[src/rtl/qstate_pkg.sv]
// Shared amplitude-format constants, basis encoding and FSM states for the
// 2-qubit amplitude estimator.
package qstate_pkg;

  localparam int AMP_W       = 16;
  localparam int AMP_FRAC    = 15;
  localparam int AMP_ONE_SAT = 32767;

  localparam logic [1:0] BASIS_00 = 2'b00;
  localparam logic [1:0] BASIS_01 = 2'b01;
  localparam logic [1:0] BASIS_10 = 2'b10;
  localparam logic [1:0] BASIS_11 = 2'b11;

  typedef enum logic [1:0] {
    IDLE  = 2'd0,
    ACCUM = 2'd1,
    SQRT  = 2'd2,
    DONE  = 2'd3
  } state_t;

  // A root of exactly 1.0 (32768) cannot be represented in Q1.15.
  function automatic logic [AMP_W-1:0] sat_amp(input logic [AMP_W:0] v);
    return (v > (AMP_W+1)'(AMP_ONE_SAT)) ? AMP_W'(AMP_ONE_SAT) : v[AMP_W-1:0];
  endfunction

endpackage

[src/rtl/isqrt_serial.sv]
// Restoring bit-serial integer square root: 31-bit radicand, 16-bit root,
// one root bit per cycle. Root and remainder are valid while o_valid is high.
module isqrt_serial (
  input  logic        clk,
  input  logic        reset,
  input  logic        i_load,
  input  logic [30:0] i_radicand,
  output logic        o_busy,
  output logic        o_valid,
  output logic [15:0] o_root,
  output logic [16:0] o_remainder
);

  logic [31:0] r_x;
  logic [16:0] r_rem;
  logic [14:0] r_root;
  logic [3:0]  r_iter;
  logic        r_busy;

  logic [18:0] w_rem_sh;
  logic [18:0] w_trial;
  logic        w_ge;
  logic [15:0] w_root_nxt;
  logic [16:0] w_rem_nxt;

  assign w_rem_sh   = {r_rem, r_x[31:30]};
  assign w_trial    = {2'b00, r_root, 2'b01};
  assign w_ge       = (w_rem_sh >= w_trial);
  assign w_root_nxt = {r_root, w_ge};
  // The true difference always fits in 17 bits, so modulo-2^17 arithmetic is exact.
  assign w_rem_nxt  = w_ge ? (w_rem_sh[16:0] - w_trial[16:0]) : w_rem_sh[16:0];

  always_ff @(posedge clk) begin
    if (reset) begin
      r_x    <= '0;
      r_rem  <= '0;
      r_root <= '0;
      r_iter <= '0;
      r_busy <= 1'b0;
    end else if (i_load && !r_busy) begin
      r_x    <= {1'b0, i_radicand};
      r_rem  <= '0;
      r_root <= '0;
      r_iter <= '0;
      r_busy <= 1'b1;
    end else if (r_busy) begin
      r_x    <= {r_x[29:0], 2'b00};
      r_rem  <= w_rem_nxt;
      r_root <= w_root_nxt[14:0];
      r_iter <= r_iter + 4'd1;
      if (r_iter == 4'd15) r_busy <= 1'b0;
    end
  end

  // The final iteration result is taken combinationally so no extra cycle is spent.
  assign o_busy      = r_busy;
  assign o_valid     = r_busy && (r_iter == 4'd15);
  assign o_root      = w_root_nxt;
  assign o_remainder = w_rem_nxt;

endmodule

[src/rtl/amplitude_estimator.sv]
// Reconstructs |00>..|11> amplitude magnitudes from 2^LOG2_SHOTS measurement
// outcomes as sqrt(count/SHOTS) in Q1.15. AMP_ROUND_EN selects round-to-nearest.
module amplitude_estimator
  import qstate_pkg::*;
#(
  parameter int LOG2_SHOTS = 8
) (
  input  logic                    clk,
  input  logic                    reset,
  input  logic                    start,
  input  logic                    shot_valid,
  input  logic [1:0]              shot,
  output logic                    shot_ready,
  output logic                    busy,
  output logic                    done,
  output logic signed [AMP_W-1:0] amp00_real,
  output logic signed [AMP_W-1:0] amp01_real,
  output logic signed [AMP_W-1:0] amp10_real,
  output logic signed [AMP_W-1:0] amp11_real,
  output logic [1:0]              dbg_state
);

  localparam int CW = LOG2_SHOTS + 1;
  localparam logic [CW-1:0] SHOTS_M1 = CW'((1 << LOG2_SHOTS) - 1);

  state_t           r_state;
  logic [CW-1:0]    r_cnt [4];
  logic [CW-1:0]    r_seen;
  logic [1:0]       r_basis;
  logic [4:0]       r_step;
  logic [AMP_W-1:0] r_hold [3];
  logic [AMP_W-1:0] r_amp [4];

  logic             w_accept;
  logic             w_load;
  logic [30:0]      w_rad;
  logic             w_sq_busy;
  logic             w_sq_valid;
  logic [15:0]      w_sq_root;
  logic [16:0]      w_sq_rem;
  logic [AMP_W:0]   w_root_rnd;
  logic [AMP_W-1:0] w_amp;

  assign w_accept = shot_valid && (r_state == ACCUM);
  assign w_load   = (r_state == SQRT) && (r_step == 5'd0) && !w_sq_busy;
  // count/SHOTS scaled to Q2.30 so the root lands directly in Q1.15.
  assign w_rad    = 31'(r_cnt[r_basis]) << (30 - LOG2_SHOTS);

  isqrt_serial u_isqrt (
    .clk         (clk),
    .reset       (reset),
    .i_load      (w_load),
    .i_radicand  (w_rad),
    .o_busy      (w_sq_busy),
    .o_valid     (w_sq_valid),
    .o_root      (w_sq_root),
    .o_remainder (w_sq_rem)
  );

`ifdef AMP_ROUND_EN
  assign w_root_rnd = {1'b0, w_sq_root} + (AMP_W+1)'(w_sq_rem > {1'b0, w_sq_root});
`else
  logic w_rem_unused;
  assign w_rem_unused = ^w_sq_rem;
  assign w_root_rnd   = {1'b0, w_sq_root};
`endif

  assign w_amp = sat_amp(w_root_rnd);

  always_ff @(posedge clk) begin
    if (reset) begin
      r_state <= IDLE;
      r_seen  <= '0;
      r_basis <= '0;
      r_step  <= '0;
      for (int b = 0; b < 4; b++) begin
        r_cnt[b] <= '0;
        r_amp[b] <= '0;
      end
      for (int b = 0; b < 3; b++) r_hold[b] <= '0;
    end else begin
      case (r_state)
        IDLE: begin
          if (start) begin
            for (int b = 0; b < 4; b++) r_cnt[b] <= '0;
            r_seen  <= '0;
            r_basis <= '0;
            r_step  <= '0;
            r_state <= ACCUM;
          end
        end
        ACCUM: begin
          if (w_accept) begin
            r_cnt[shot] <= r_cnt[shot] + 1'b1;
            r_seen      <= r_seen + 1'b1;
            if (r_seen == SHOTS_M1) r_state <= SQRT;
          end
        end
        SQRT: begin
          if (w_sq_valid) begin
            case (r_basis)
              BASIS_00: r_hold[0] <= w_amp;
              BASIS_01: r_hold[1] <= w_amp;
              BASIS_10: r_hold[2] <= w_amp;
              default: begin
                // Last basis: publish all four together so no partial estimate leaks out.
                r_amp[0] <= r_hold[0];
                r_amp[1] <= r_hold[1];
                r_amp[2] <= r_hold[2];
                r_amp[3] <= w_amp;
              end
            endcase
          end
          if (r_step == 5'd16) begin
            r_step <= '0;
            if (r_basis == BASIS_11) r_state <= DONE;
            else r_basis <= r_basis + 2'd1;
          end else begin
            r_step <= r_step + 5'd1;
          end
        end
        DONE:    r_state <= IDLE;
        default: r_state <= IDLE;
      endcase
    end
  end

  assign shot_ready = (r_state == ACCUM);
  assign busy       = (r_state == ACCUM) || (r_state == SQRT);
  assign done       = (r_state == DONE);
  assign amp00_real = r_amp[0];
  assign amp01_real = r_amp[1];
  assign amp10_real = r_amp[2];
  assign amp11_real = r_amp[3];
  assign dbg_state  = r_state;

endmodule

[config.mk]
export PLATFORM = sky130hd
export DESIGN_NAME = amplitude_estimator
export DESIGN_NICKNAME = d
export VERILOG_FILES = /design/src/rtl/qstate_pkg.sv /design/src/rtl/isqrt_serial.sv /design/src/rtl/amplitude_estimator.sv
export SDC_FILE = /design/constraint.sdc
export NUM_CORES = 1
export LEC_CHECK = 0
export ABC_AREA = 1
export BUFFER_PORTS_ARGS = -buffer_cell sky130_fd_sc_hd__buf_4
export CORE_ASPECT_RATIO = 0.75
export CORE_UTILIZATION = 55
export DETAILED_ROUTE_END_ITERATION = 10
export GPL_TIMING_DRIVEN = 1
export PLACE_DENSITY_LB_ADDON = 0.08
export SYNTH_ARGS = -nofsm -noshare
export SYNTH_HDL_FRONTEND = slang
export SYNTH_SLANG_ARGS = --single-unit
[constraint.sdc]
create_clock -name clk -period 3.27 [get_ports clk]
set_input_delay 0.1635 -clock clk [delete_from_list [all_inputs] [get_ports clk]]
set_output_delay 0.1635 -clock clk [all_outputs]
set_load 0.05 [all_outputs]
# Word level (Yosys, flattened, before mapping)
# Memories as Yosys holds them, arrays and structs flattened. A register that Yosys moved wholly into a read port is not among the register bits.
# Index checks and enable logic that the tools add are counted.
op_classes:
  n_addsub: 6
  n_lt_le_gt_ge: 2
  n_eq_ne: 15
  muxes: 69
  bitwise_logic: 11
  reduce_logical: 20
ops:
  columns: ["operator", "n"]
  rows:
  - ["$mux 16", 8]
  - ["$mux 9", 7]
  - ["$mux 31", 2]
  - ["$mux 1", 34]
  - ["$mux 2", 11]
  - ["$ge 19x17->1", 1]
  - ["$add 9x1->9 const B", 2]
  - ["$pmux 9 s2", 1]
  - ["$mux 17", 1]
  - ["$sub 17x17->17", 1]
  - ["$gt 16x15->1 const B", 1]
  - ["$or 1x1->1", 11]
  - ["$mux 5", 2]
  - ["$pmux 5 s2", 1]
  - ["$eq 9x8->1 const B", 1]
  - ["$reduce_or 9->1", 1]
  - ["$eq 2x2->1 const B", 4]
  - ["$ne 2x2->1 const B", 4]
  - ["$pmux 2 s4", 1]
  - ["$reduce_bool 2->1", 3]
  - ["$add 5x1->5 const B", 1]
  - ["$eq 5x5->1 const B", 1]
  - ["$logic_and 1x1->1", 5]
  - ["$logic_not 5->1", 1]
  - ["other kinds (15)", 18]
word_totals:
  regBits: 65
  ram_bits: 148
  input_bits: 6
  out_inout_bits: 69
  elab_cells: 136
  memories: 3
mem_list:
  columns: ["name", "words", "width", "read_ports", "rd_clocked_by_memory_dff", "write_ports", "line_no", "rtl"]
  rows:
  - ["r_amp", 4, 16, 4, 0, 4, "amplitude_estimator.sv:32", "logic [AMP_W-1:0] r_amp [4];"]
  - ["r_hold", 3, 16, 3, 0, 3, "amplitude_estimator.sv:31", "logic [AMP_W-1:0] r_hold [3];"]
  - ["r_cnt", 4, 9, 2, 1, 4, "amplitude_estimator.sv:27", "logic [CW-1:0] r_cnt [4];"]

# Depth between registers and ports, before layout
depth:
  ltp_word: 8
  ltp_mapped: 15
  ltp_nobuf: 15

# Cells and area by module
# A second synthesis with hierarchy kept.
hier_totals:
  hier_cells: 1405
  hier_area_um2: 11613.6
by_module_without_submodules:
  columns: ["mod", "n_inst", "cells_per_inst", "area_per_inst_um2", "seq_area_each_um2"]
  rows:
  - ["amplitude_estimator", 1, 689, 7241.9, 4844.6]
  - ["isqrt_serial", 1, 716, 4371.7, 1381.3]

# Worst setup path before layout
# No wires, ideal clock.
synth_path:
  kind: "register to register"
  startpoint: "register r_state[0] (netlist: dbg_state[0])"
  endpoint: "memory r_amp[0][0], enable pin"
  setup_time_ns: 0.689
  arrival_ns: 2.461
  required_time_ns: 2.581
  setup_slack_ns: 0.120
  stages_incl_launch_ff: 8
  path_buffers: 1
  synth_period_minus_slack_ns: 3.150
  cell_sequence: "dfxtp_1 inv_1 ha_1 buf_2 nand2_1 inv_1 nand2_1 nand2_1"
synth_lines:
  columns: ["item", "line_no", "rtl"]
  rows:
  - ["start, declared", "amplitude_estimator.sv:26", "state_t r_state;"]
  - ["start signal, assigned", "amplitude_estimator.sv:72", "r_state <= IDLE;"]
  - ["start signal, assigned", "amplitude_estimator.sv:89", "r_state <= ACCUM;"]
  - ["start signal, assigned", "amplitude_estimator.sv:96", "if (r_seen == SHOTS_M1) r_state <= SQRT;"]
  - ["end, declared", "amplitude_estimator.sv:32", null]

==> summary.md <==
| Metric | Value |
|---|---|
| Status | `finished, final reports clean` |
| Slew margin rel. | `38.6%` |
| CTS tree | `yes` |
| Drt wl/cell | `roughly 15 um` |
| Setup Crit Path Kind | `reg2reg` |
| Primary FF master, synth | `edfxtp_1` |
| Final setup fails | `0` |
| Residual DRC count | `0` |
| Pin slew with the least headroom to its limit | `approximately 900 ps` |
| Area Growth Syn to Fin | `14.3%` |
| Htree depth | `1` |
| Max Cap Viol | `0` |
| Met1 usage in global routing | `slightly below 40%` |
| Final worst path period need | `between 3000 and 4000 ps` |
| Fmax | `approximately 320 MHz` |
| Post-Route WL | `roughly 23,000 um` |
| Critical Path RT | `approximately 3500 ps` |
| Register clock-pin slew on the reported worst setup and hold paths | `60 ps` |
| Cell family with most CP delay | `simple AND/OR/NAND/NOR gates` |
| Antenna violations before repair | `0` |
| Worst Hold End | `r_seen[8]` |
| Core Area | `17,800 um^2` |
| Synth cell types | `38` |
| Worst path cell trace | `inv_1 > ha_1 > nand2_1 > nor2_1 > nand2_1 > o21ai_1 > nor2_2 > nand2_4 > o21ai_0 > inv_1` |
| Share of layout cells above drive strength 1 | `between 10% and 20%` |
| Max FO, Critical Path | `18` |
| Post-DP Area | `around 11,000 um^2` |
| Cts hold-fix bufs | `1` |
| Slowest-stage cell, CP | `nor2_2` |
| Yosys warning count | `0` |
| Asr flop ratio synth | `0%` |
| Int Power | `approximately 5.2 mW` |
| Peak VDD IR | `around 470 uV` |
| EDFF count, synth | `approximately 150` |
| GR Util met2 | `between 30% and 40%` |
| N_diodes | `0` |
| Worst Reg2Reg Path Length in Cells | `10` |
| Crit end category | `register` |
| DR vias | `between 7,000 and 8,000` |
| Hold Crit Depth | `5` |
| Final Cell Area | `11,600 um^2` |
| Synth Cell Area | `between 10,000 and 15,000 um^2` |
| Global-route wire length before repair | `around 36,000 um` |
| Setup TNS Final | `0 ps` |
| Avg Inst Size Synth | `just under 9 um^2` |
| Post-CTS Resized | `0` |
| CP bufs+invs | `2` |
| RSZ-0062 raised after global routing | `no` |
| PwrDens | `732 nW/um^2` |
| Total track usage | `between 20% and 30%` |
| Clock network power share | `around a quarter` |
| Max incr delay on CP | `about 700 ps` |
| Startpoint types | `register` |
| Worst skew pair latency | `500 ps` |
| Hold Violations, Final | `0` |
| Rows | `between 40 and 50` |
| Fin. max-slew vios | `0` |
| Reg2reg end | `r_hold[0][32]` |
| Switch Pwr | `between 3 and 4 mW` |
| Reg2Reg Setup Slack | `around 180 ps` |
| Hpwl dp | `~15,000 um` |
| Grt peak-use layer | `met1` |
| Vias in the first global route | `6,838` |
| CTS root buffer | `clkbuf_16` |
| Drt pass-1 iters | `5` |
| Worst hold slack | `between 80 and 90 ps` |
| Final ANT Viol Nets | `0` |
| Die width | `approximately 160 um` |
| Switching share of power | `between 30% and 40%` |
| Clock Sinks | `approximately 220` |
| Combinational Power Share | `34.8%` |
| Post-CTS Setup Inserts | `0` |
| Largest net degree at the start of global routing | `a little under 80` |
| Fill count | `around 1,500` |
| Grt total ovfl | `0` |
| Share of power burned in registers | `roughly two fifths` |
| Via density | `~5` |
| Top Ports | `between 70 and 80` |
| # port buffers | `74` |
| GRT met3 Usage | `under 10%` |
| GP Congestion | `around 0.94` |
| Sequential share of the synthesized area | `a little under three fifths` |
| Initial detailed-routing violation count | `roughly 660` |
| FF-to-FF Start | `u_isqrt.r_root[10]` |
| Worst Hold Launch | `shot_valid` |
| Final period utilization | `between 90% and 100%` |
| TritonCTS buffer count | `21` |
| Skew final | `16.2 ps` |
| Overall die height | `around 120 um` |
| Lkg Pwr | `5.10 nW` |
| Critical path arrival | `3320 ps` |
| Nets | `1,258` |
| Die ar. | `19,000 um^2` |
| CTS max path bufs | `3` |
| Hold Crit Class | `in2reg` |
| Synth Instances | `~1,100` |
| #FFs+latches synth | `roughly 220` |
| Starting Density | `between 50 and 60%` |
## logic make-up after synthesis
| family | synth area share [%] |
|---|---|
| adders and majority gates | 4.08 |
| DFF | 57.1 |
| xor gates and xnor gates | 1.21 |
| buffers and inverters | 8.47 |
| AOI/OAI and AO/OA | 7.61 |
| and+or+nand+nor | 21.5 |
| other | 0.0370 |
## synthesized netlist by cell type, types with 4 or more instances
cell	number	area, um^2
nand2_1	232	871
edfxtp_1	148	4440
inv_2	4	15.0
buf_2	7	35.0
xnor2_1	6	52.6
nand3_1	66	330
o21ai_1	5	25.0
a21oi_1	79	395
clkbuf_1	23	86.3
a31oi_1	8	50.1
a211oi_1	5	37.5
ha_1	33	413
nor3_1	11	55.1
a22oi_1	9	67.6
nor2_1	168	631
inv_1	184	691
nand4_1	24	150
xor2_1	8	70.1
dfxtp_1	67	1340
nor2_4	4	45.0
o21ai_0	24	120
## layout make-up
cell class	count	area [um^2]	share of cell area (%)
sequential	215	5790	50.0
timing repair buffer	85	653	5.64
clock inverter	9	46.3	0.400
clock buffer	29	576	4.97
tap	242	303	2.62
inverter	190	713	6.16
multi-input combinational	706	3500	30.2
## power by group through the flow
stage	registers, mW	clock network, mW	logic (mW)
2_1_floorplan	3.52	0	3.21
3_3_place_gp	3.47	0	5.03
3_5_place_dp	3.37	0	2.64
4_1_cts	3.32	2.25	2.66
5_1_grt	3.43	2.35	5.02
6_report	3.31	2.21	2.95
## per-stage QoR
stage          total power, mW  worst slack [ps]  util (%)  instances
3_3_place_gp              8.51               491      61.4       1437
5_1_grt                   10.8               134      65.0       1476
2_1_floorplan             6.73               120         -       1145
6_report                  8.48               176      65.0       1476
4_1_cts                   8.22               328      65.0       1476
3_5_place_dp              6.01               375      61.4       1437
## cell usage in the layout, fill, tap and decap left out, types with 2 or more instances in the layout
cell | synthesis | layout
a31oi_1 | 8 | 8
o22ai_1 | 2 | 2
nor2_1 | 168 | 168
o21ai_1 | 5 | 5
nand2_2 | 1 | 2
nand3b_1 | 2 | 2
conb_1 | 1 | 4
clkinv_1 | 2 | 4
o21ai_0 | 24 | 24
inv_2 | 4 | 4
clkinv_2 | 0 | 5
clkbuf_8 | 0 | 2
nand2_1 | 232 | 231
a22oi_1 | 9 | 9
nand4_1 | 24 | 24
nor2_2 | 3 | 3
nor3_1 | 11 | 11
ha_1 | 33 | 33
clkbuf_1 | 23 | 6
inv_1 | 184 | 184
edfxtp_1 | 148 | 148
dfxtp_1 | 67 | 66
xor2_1 | 8 | 8
nor3b_1 | 2 | 2
o211ai_1 | 2 | 2
buf_4 | 0 | 83
xnor2_1 | 6 | 6
a21oi_1 | 79 | 79
nand3_1 | 66 | 66
o211ai_2 | 2 | 2
nor2_4 | 4 | 4
clkbuf_16 | 0 | 21
a211oi_1 | 5 | 5
## worst max-delay path by stage
| stage | startpoint | endpoint | slack (ps) | cells after the start |
|---|---|---|---|---|
| final | u_isqrt.r_root[10] | r_hold[0][32] | 180 | 10 |
| after global routing | u_isqrt.r_root[8] | r_hold[0][0] | 130 | 10 |
| after CTS | u_isqrt.r_root[8] | r_hold[0][16] | 330 | 10 |
| after detailed placement | u_isqrt.r_root[8] | r_hold[0][16] | 380 | 10 |
| after global placement | u_isqrt.r_root[10] | r_hold[0][0] | 490 | 10 |
| after floorplan | dbg_state[0] | r_amp[0][0] | 120 | 7 |
## registers in the layout, indices dropped and copies added, names as in the netlist, named ones only
| register | flops |
|---|---|
| u_isqrt.r_x | 10 |
| r_amp | 64 |
| r_seen | 9 |
| u_isqrt.r_rem | 17 |
| r_hold | 48 |
| u_isqrt.r_iter | 4 |
| u_isqrt.o_busy | 1 |
| r_step | 5 |
| r_basis | 2 |
| u_isqrt.r_root | 15 |
| dbg_state | 2 |
| r_cnt | 36 |
## layer usage
metal | up-vias | share of wire, %
met5 | - | 0
met4 | 0 | 1.1
met3 | 18 | 7.7
met2 | 263 | 41
met1 | 3448 | 50
li1 | 3871 | -
## worst reg2reg max path: stages, from the launching register on
cell     delay [ps]
dfxtp_1         340
inv_1            90
ha_1            340
nand2_1         180
nor2_1           80
nand2_1          90
o21ai_1          90
nor2_2          700
nand2_4         280
o21ai_0         490
inv_1           150
Note: power is estimated with default switching activity, not from simulation.
